===== src/rtl/mem_bus_arbiter.sv =====
// mem_bus_arbiter: round-robin CPU/DMA arbiter that sequences one main-memory
// bus transaction at a time (address, wait states, strobe, ack).
module mem_bus_arbiter #(
   parameter int AW = 8,
   parameter int DW = 8,
   parameter int WAIT_STATES = 1
) (
   input  logic          clk,
   input  logic          rst,
   input  logic          cpu_req,
   input  logic          cpu_we,
   input  logic [AW-1:0] cpu_addr,
   input  logic [DW-1:0] cpu_wdata,
   output logic [DW-1:0] cpu_rdata,
   output logic          cpu_ack,
   input  logic          dma_req,
   input  logic          dma_we,
   input  logic [AW-1:0] dma_addr,
   input  logic [DW-1:0] dma_wdata,
   output logic [DW-1:0] dma_rdata,
   output logic          dma_ack,
   output logic [AW-1:0] mem_addr,
   output logic [DW-1:0] mem_wdata,
   input  logic [DW-1:0] mem_rdata,
   output logic          mem_rd,
   output logic          mem_wr,
   output logic          mem_clk,
   output logic          busy,
   output logic          grant
);
   typedef enum logic [2:0] {S_IDLE, S_ADDR, S_WAIT, S_STROBE, S_DONE} state_t;
   state_t        r_state, w_next;
   logic [3:0]    r_cnt;
   logic          r_last, r_we;
   logic [AW-1:0] r_addr;
   logic [DW-1:0] r_wdata, r_rdata;
   logic          w_pick_dma, w_act, w_done;
   // r_last doubles as the current grant: it is updated at the moment of granting
   assign w_pick_dma = dma_req & (~cpu_req | ~r_last);
   always_ff @(posedge clk) begin
      if (rst) begin
         r_state <= S_IDLE;
         r_cnt   <= '0;
         r_last  <= 1'b1;
         r_we    <= 1'b0;
         r_addr  <= '0;
         r_wdata <= '0;
         r_rdata <= '0;
      end else begin
         r_state <= w_next;
         if (r_state == S_IDLE && (cpu_req || dma_req)) begin
            r_last  <= w_pick_dma;
            r_we    <= w_pick_dma ? dma_we : cpu_we;
            r_addr  <= w_pick_dma ? dma_addr : cpu_addr;
            r_wdata <= w_pick_dma ? dma_wdata : cpu_wdata;
         end
         if (r_state == S_ADDR) r_cnt <= 4'(WAIT_STATES);
         else if (r_state == S_WAIT) r_cnt <= r_cnt - 4'd1;
         if (r_state == S_STROBE && !r_we) r_rdata <= mem_rdata;
      end
   end
   always_comb begin
      w_next = r_state;
      case (r_state)
         S_IDLE:   w_next = (cpu_req || dma_req) ? S_ADDR : S_IDLE;
         S_ADDR:   w_next = (WAIT_STATES == 0) ? S_STROBE : S_WAIT;
         S_WAIT:   w_next = (r_cnt == 4'd1) ? S_STROBE : S_WAIT;
         S_STROBE: w_next = S_DONE;
         default:  w_next = S_IDLE;
      endcase
   end
   // all bus outputs decode from registers only, so no req-to-bus path exists
   assign busy      = r_state != S_IDLE;
   assign grant     = busy & r_last;
   assign w_act     = busy & (r_state != S_DONE);
   assign w_done    = r_state == S_DONE;
   assign mem_addr  = busy ? r_addr : '0;
   assign mem_wdata = busy ? r_wdata : '0;
   assign mem_rd    = w_act & ~r_we;
   assign mem_wr    = w_act & r_we;
   assign mem_clk   = r_state == S_STROBE;
   assign cpu_ack   = w_done & ~r_last;
   assign dma_ack   = w_done & r_last;
   assign cpu_rdata = (cpu_ack & ~r_we) ? r_rdata : '0;
   assign dma_rdata = (dma_ack & ~r_we) ? r_rdata : '0;
endmodule

===== config.mk =====
export PLATFORM = sky130hd
export DESIGN_NAME = mem_bus_arbiter
export DESIGN_NICKNAME = d
export VERILOG_FILES = /design/src/rtl/mem_bus_arbiter.sv
export SDC_FILE = /design/constraint.sdc
export NUM_CORES = 1
export LEC_CHECK = 0
export CORE_UTILIZATION = 40
export DETAILED_ROUTE_END_ITERATION = 12
export GPL_TIMING_DRIVEN = 0
export PLACE_DENSITY_LB_ADDON = 0.05
export SETUP_SLACK_MARGIN = 0.05
export SLEW_MARGIN = 30
export SYNTH_ARGS = -nofsm -noshare
export SYNTH_HDL_FRONTEND = slang
export SYNTH_SLANG_ARGS = --single-unit

===== constraint.sdc =====
create_clock -name clk -period 1.96 [get_ports clk]
set_clock_uncertainty 0.1 [all_clocks]
set_input_delay 0.588 -clock clk [delete_from_list [all_inputs] [get_ports clk]]
set_output_delay 0.588 -clock clk [all_outputs]
set_load 0.01 [all_outputs]

Word level (Yosys, flattened, before mapping)
Index checks and enable logic that the tools add are counted.

Word-level logic and storage cells: 48. Bits in registers: 33. Input port bits: 46. Output and inout port bits: 39.

Multiplexer cells: 12. Eq/ne operators: 6. $add $sub $neg: 1. Bitwise logic cells: 13. Reductions and logical operators: 8.

Operators with widths (count): $mux 8 (6); $pmux 3 s4 (1); $and 1x1->1 (9); $eq 3x2->1 const B (2); $mux 1 (5); $eq 4x1->1 const B (1); $sub 4x1->4 const B (1); $eq 3x1->1 const B (1); $eq 3x3->1 const B (1); $logic_not 3->1 (1); $ne 3x3->1 const B (1); $not 1->1 (3); $reduce_bool 3->1 (1); $logic_and 1x1->1 (2); $reduce_bool 2->1 (1); $reduce_or 2->1 (1); $logic_not 1->1 (1); $logic_or 1x1->1 (1); $or 1x1->1 (1).

Depth between registers and ports, before layout
Gate-level depths: netlist of run 1.

Depth in word-level cells: 4. Depth in mapped cells: 6. Gate-level depth less buffers: 6.

Worst setup path after synthesis of run 1
OpenSTA, ideal clock, no wires.

Path type: reg2out. From: reg r_state[1]. To: out dma_rdata[0]. Arrival time: 1315 ps. Cell stages (with the launch flop): 6. Data required time: 1272 ps. Path buffers: 1. Setup slack: -43 ps. Path through: dfxtp_1 -> buf_6 -> nor2_1 -> and3_1 -> and2b_1 -> and2_1.

Cells in the longest elaborated chain, start to end: 4.

Ends and longest elaborated chain: from (decl) (RTL line 32) `state_t r_state, w_next;`; from (signal assigned) (RTL line 50) `r_state <= w_next;`; $eq 3x3->1 (RTL line 76) `assign w_done = r_state == S_DONE;`; $and 1x1->1 (RTL line 83) `assign dma_ack = w_done & r_last;`; net dma_ack (RTL line 21) `output logic dma_ack,`; $and 1x1->1 (RTL line 85) `assign dma_rdata = (dma_ack & ~r_we) ? r_rdata : '0;`; $mux 8 (RTL line 85); to (decl) (RTL line 20) `output logic [DW-1:0] dma_rdata,`.

The timed path passes the listed nets, and every way through them passes these cells.

Worst setup path in the final report of run 1
From: reg r_state[1]. To: out dma_rdata[2].

Cells in the longest elaborated chain, start to end: 4.

Ends and longest elaborated chain (RTL line): $eq 3x3->1 (76); $and 1x1->1 (83); $and 1x1->1 (85); $mux 8 (85).

Every way passes these cells.

==> run_results.csv, run 1 <==
group,metric,value,unit
synthesis,ys_seq_area_share,38.8,%
clock_tree,cts_tree,"built",
placement,post_dp_cell_area,0.00261,sq mm
sta,setup_viol,37,
global_route,antenna_found_initial,0,
sta,fin_crit,2300,ps
status,status,"complete, but fails checks",
status,violations,"negative setup slack",
job,maxCapViolCount,0,
sta,max-slew-margin-rel,57.1,%
finish,nets,369,
sta,worst_pin_slew,644,ps
synthesis,synth_warnings,0,
global_route,grt_max_degree,11,
routing,viasPerCell,4.92,
clock_tree,cts-root-buf,"clkbuf_8",
synthesis,synth_area,0.00170,sq mm
placement,dp_slack,-687,ps
global_route,grt_pass1_wl,7.76,mm
clock_tree,clock_path_buffers,2,
die,num_rows,23,
sta,rsz0062_at_grt,"yes",
power,p_per_area,912,mW/mm^2
synthesis,synth.distinct_cells,38,
die,coreArea,0.00406,sq mm
routing,drcViolationCount,0,
global_route,grt_pass1_vias,1654,
worst_setup_path,worstSetupEndpointType,"primary output",
clock_tree,ctsHtreeMaxLevel,2,
worst_setup_path,rr_startpoint,"r_state[1]",
worst_setup_path,crit_type,"reg2out",
worst_setup_path,crit_start,"r_state[1]",
power,peakVddDrop,0.000563,V
die,ios,85,
routing,wl_per_cell,13.9,um
worst_setup_path,cp_data_required_time,1270,ps
die,die_x,67.3,um
global_route,grtUsageTotal,23.4,%
power,leakage,1.34,nW
clock_tree,clk_pin_slew,70,ps
sta,final_max_slew_viol_count,0,
min_path,hp-class,"reg2reg",
worst_setup_path,critPathMaxFanout,4,
die,initial_utilization,42.0,%
routing,firstDrtPassIters,4,
sta,finalHoldViolCount,0,
synthesis,synth_seq_cells,33,
clock_tree,insertion_delay,290,ps
finish,area_growth,82.9,%
sta,min_period_over_period,117,%
sta,setup_slack,-337,ps
worst_setup_path,path_cells,"buf_6, nor2_4, and3_4, and2b_2, buf_4, and2_1, buf_2",
routing,ant_nets,0,
worst_setup_path,crit_slowest_cell,"dfxtp_2",
die,die_y,67.3,um
synthesis,syn_nets,248,
placement,place_hpwl,3.10,mm
global_route,overflow,0,
finish,drive_gt1_share,41.3,%
placement,numPortBuffers,83,
min_path,min_from,"r_cnt[1]",
placement,gp_congestion,0.782,
worst_setup_path,start_kind,"flop",
finish,layout_commonest_cell,"clkdlybuf4s50_1",
sta,clock.fmax,435,MHz
finish,diodes,0,
worst_setup_path,max_stage_delay,330,ps
die,die_area,0.00453,sq mm
finish,final_cell_mix,"clkdlybuf4s50_1 (44), nor2_1 (32), buf_6 (29), dfxtp_1 (29), buf_2 (21)",
worst_setup_path,crit_arrival,1610,ps
synthesis,avgSynthCellArea,8.52,sq um
routing,wirelength,5.17,mm
synthesis,synthCells,200,
routing,via_count,1831,
clock_tree,cts_buffers,5,
finish,fin_area,0.00312,sq mm
clock_tree,cts_sinks,33,
routing,drt_iter0_drc,75,
finish,n_fill_cell,296,
==> critical path: cells and delay by family (launching register included) <==
family / cells / cell delay, ps
and+or+nand+nor: 4 / 620
buffers and inverters: 3 / 350
DFF: 1 / 330
==> layer usage <==
metal / up-vias / share of wire, % / global-route usage [%]
li1: 930 / - / -
met1: 830 / 47 / 29.8
met2: 64 / 45 / 37.4
met3: 7 / 6.4 / 5.41
met4: 0 / 1.6 / 10.4
met5: - / 0 / 0
==> synthesized netlist by cell type <==
master	count	share of area, %
a211oi_1	1	0.44
a21o_1	1	0.44
a21oi_1	5	1.5
a31oi_1	1	0.37
and2_1	16	5.9
and2b_1	1	0.44
and3_1	2	0.73
buf_1	1	0.22
buf_2	3	0.88
buf_4	2	0.88
buf_6	2	1.3
clkbuf_1	5	1.1
dfxtp_1	33	39
ha_1	2	1.5
inv_1	5	1.1
mux2_2	1	0.66
mux2i_1	8	4.7
nand2_1	4	0.88
nand2b_1	3	1.1
nand3_1	2	0.59
nand3_2	1	0.59
nand3b_1	1	0.44
nand4bb_1	1	0.66
nor2_1	34	7.5
nor2_4	1	0.66
nor2b_1	18	6.6
nor3_1	10	2.9
nor3_2	10	5.9
nor3_4	1	0.95
nor4b_2	1	0.88
nor4bb_1	1	0.59
o21a_1	1	0.44
o21ai_0	1	0.29
o21bai_1	1	0.44
o22ai_1	17	6.2
o31ai_1	1	0.44
or3b_2	1	0.51
xnor2_1	1	0.51
==> metrics by stage <==
stage | power [W] | utilization, % | cells | hold slack, ps | TNS, ps
after global placement | 0.00187 | 64.2 | 333 | 382 | -18580
after global routing | 0.00301 | 76.8 | 372 | 464 | -9340
after detailed placement | 0.00188 | 64.2 | 333 | 397 | -18990
after CTS | 0.00261 | 69.9 | 367 | 420 | -6490
after floorplan | 0.00149 | - | 200 | 366 | 0
final | 0.00284 | 76.8 | 372 | 424 | -7070
==> where the power goes <==
part           leakage [nW]  total, W  internal [W]  switching, W
logic                  1.01   0.00138      0.000776      0.000602
registers             0.273  0.000892      0.000795     0.0000970
clock network        0.0542  0.000573      0.000317      0.000256
==> sequential cells by signal (all words and copies together), names as in the netlist <==
| name | flops |
|---|---|
| r_addr | 8 |
| r_cnt | 4 |
| r_last | 1 |
| r_rdata | 8 |
| r_state | 3 |
| r_wdata | 8 |
| r_we | 1 |
==> kinds of logic after synthesis <==
group           count (synthesis)  share of synthesized area [%]
xor+xnor                        1                          0.514
fa+ha+maj                       2                           1.47
flops                          33                           38.8
simple gates                  108                           37.8
compound gates                 29                           10.6
mux                             9                           5.36
buf+inv                        18                           5.51
==> worst paths after layout <==
kind                  end  slack (ps)  depth (start not counted)
max          dma_rdata[2]        -340                          7
min              r_cnt[1]         420                          2
max reg2reg    r_rdata[4]          90                         10
min reg2reg      r_cnt[1]         420                          2
==> layout make-up <==
| class | count | area [sq um] | area share, % |
|---|---|---|---|
| Tap cell | 50 | 62.6 | 2.01 |
| Clock inverter | 1 | 5.00 | 0.161 |
| Clock buffer | 7 | 96.3 | 3.09 |
| Timing Repair Buffer | 114 | 1070 | 34.3 |
| Buffer | 13 | 120 | 3.85 |
| Inverter | 5 | 21.3 | 0.682 |
| Multi-Input combinational cell | 149 | 1070 | 34.4 |
| Sequential cell | 33 | 668 | 21.4 |
==> timing repair <==
item / CTS / global route
gates resized for setup: 184 / 52
hold buffers: 0 / 0
setup buffers: 24 / 6
endpoints found under the hold margin: 0 / 0
pin swaps: 15 / 12
setup endpoints to repair: 39 / 55
cloned: 2 / 1
Note: power is estimated with default switching activity, not from simulation.
==> run 2: changes to the inputs <==
ABC_CLOCK_PERIOD_IN_PS = 1960   (was unset)
==> results of run 2 <==
The final DEF is identical to that of run 1; final timing and power are the same.
==> run 3: changes to the inputs <==
CELL_PAD_IN_SITES_DETAIL_PLACEMENT = 0   (was unset)
CELL_PAD_IN_SITES_GLOBAL_PLACEMENT = 2   (was unset)
CORE_MARGIN = 2   (was unset)
CORE_UTILIZATION = 22   (was 40)
==> run_results.csv, run 3 (synthesized netlist as in run 1, its figures left out) <==
group,metric,value,unit
clock_tree,ctsHtreeMaxLevel,2,
power,clkPwrFrac,18.4,%
worst_setup_path,critPathMaxFanout,4,
placement,place_hpwl,3.78,mm
worst_setup_path,cp_data_required_time,1270,ps
sta,worst_pin_slew,645,ps
routing,ant_nets,0,
die,initial_utilization,22.4,%
die,num_rows,32,
global_route,grtUsageTotal,13.7,%
min_path,hp-class,"reg2reg",
sta,rsz0062_at_grt,"yes",
finish,final_core_util,41.9,%
global_route,grt_pass1_wl,9.00,mm
global_route,antenna_found_initial,0,
power,leakage,1.33,nW
min_path,whs_endpoint,"r_cnt[1]",
finish,layout_commonest_cell,"clkdlybuf4s50_1",
worst_setup_path,regToRegEndpoint,"r_addr[7]",
worst_setup_path,worstSetupEndpointType,"primary output",
worst_setup_path,crit_start,"r_state[1]",
sta,fin_crit,2220,ps
placement,numPortBuffers,83,
worst_setup_path,reg2reg_slack,80,ps
worst_setup_path,rr_worst_depth,10,
sta,min_period_over_period,114,%
clock_tree,insertion_delay,290,ps
routing,firstDrtPassIters,4,
routing,drcViolationCount,0,
power,switching_share,34.1,%
sta,setup_viol,35,
min_path,hold_path_depth,2,
power,seq_power_share,31.4,%
clock_tree,cts_sinks,33,
clock_tree,cts_tree,"built",
routing,via_count,1769,
job,maxCapViolCount,0,
clock_tree,cts_buffers,5,
status,violations,"negative setup slack",
sta,final_max_slew_viol_count,0,
die,ios,85,
worst_setup_path,crit_arrival,1540,ps
routing,wl_per_cell,13.9,um
finish,top_regs,"r_addr (8), r_rdata (8), r_wdata (8)",
sta,clock.fmax,450,MHz
finish,fin_area,0.00319,sq mm
global_route,grt_max_degree,11,
routing,viasPerCell,4.26,
power,p_int,0.00188,W
global_route,grt_pass1_vias,1785,
finish,regArea,671,sq um
finish,n_fill_cell,794,
die,die_x,92.0,um
finish,area_growth,87.0,%
power,peakVddDrop,0.000333,V
finish,drive_gt1_share,42.2,%
routing,wirelength,5.79,mm
worst_setup_path,start_kind,"flop",
power,combPwrFrac,50.2,%
clock_tree,cts-root-buf,"clkbuf_8",
finish,multi_input_area,0.00113,sq mm
worst_setup_path,rr_startpoint,"r_state[1]",
global_route,overflow,0,
sta,setup_slack,-265,ps
finish,nets,361,
min_path,min_from,"r_cnt[1]",
placement,gp_congestion,0.682,
placement,dp_slack,-777,ps
status,status,"complete, but fails checks",
clock_tree,clock_path_buffers,2,
sta,max-slew-margin-rel,57.0,%
power,total_power,0.00286,W
worst_setup_path,crit_type,"reg2out",
clock_tree,clk_pin_slew,60,ps
die,coreArea,0.00761,sq mm
sta,whs,413,ps
routing,drt_iter0_drc,41,
power,power.switching,0.000975,W
power,p_per_area,896,mW/mm^2
die,die_y,92.0,um
finish,diodes,0,
finish,final_cell_mix,"clkdlybuf4s50_1 (43), nor2_1 (33), buf_6 (31), dfxtp_1 (29), buf_2 (18)",
placement,post_dp_cell_area,0.00267,sq mm
sta,finalHoldViolCount,0,
die,die_area,0.00847,sq mm
run 3: cell count changes in the layout (fill, tap and decap cells not counted), sizes merged:
cell           change
buf                -8
clkdlybuf4s50      -1
clkinv             -1
dlymetal6s2s       +1
run 3: cell type report:
class                      instances  share of cell area [%]
multi-input combinational        149                    35.4
inverter                           5                   0.667
clock buffer                       7                    2.71
tap                              102                    4.00
buffer                            12                    3.73
sequential                        33                    21.0
timing repair buffer             107                    32.4
run 3: stage by stage:
| step | setup TNS [ps] | cells |
|---|---|---|
| after global placement | -22900 | 385 |
| final | -6200 | 415 |
| after floorplan | 0 | 200 |
| after detailed placement | -22210 | 385 |
| after CTS | -6400 | 412 |
| after global routing | -8470 | 415 |
run 3: worst max path at each step:
stage,to,slack (ps),cells after the start
2_1_floorplan,dma_rdata[0],50,5
3_3_place_gp,cpu_rdata[5],-780,6
3_5_place_dp,cpu_rdata[4],-780,6
4_1_cts,dma_rdata[6],-260,6
5_1_grt,dma_rdata[7],-330,7
6_report,dma_rdata[6],-260,7
run 3: timing repair:
item / CTS / global route
buffers inserted: 18 / 5
hold buffers: 0 / 0
endpoints found under the setup margin: 39 / 48
resized for setup: 189 / 64
pin swaps: 19 / 18
gates cloned: 2 / 1
run 3: power by group through the flow:
stage | Sequential (W) | Clock, W | Combinational [W]
CTS | 0.000884 | 0.000550 | 0.00117
detailed placement | 0.000892 | 0 | 0.00102
floorplan | 0.000872 | 0 | 0.000621
global placement | 0.000893 | 0 | 0.00103
finish | 0.000898 | 0.000526 | 0.00143
global route | 0.000914 | 0.000571 | 0.00155
run 3: critical path, cell delays in order, from the launching register on:
cell	delay, ps
dfxtp_2	330
buf_6	110
nor2_4	130
and3_4	190
and2b_2	160
buf_6	110
and2_4	130
buf_6	90
run 3: layer usage:
metal	part of all wire, %	vias to the layer above	wire [um]	global-route usage [%]
met4	1.1	0	66	4.10
met5	0	-	0	0
li1	-	907	-	-
met3	6.2	6	357	3.94
met1	47	807	2700	18.5
met2	46	49	2670	21.0
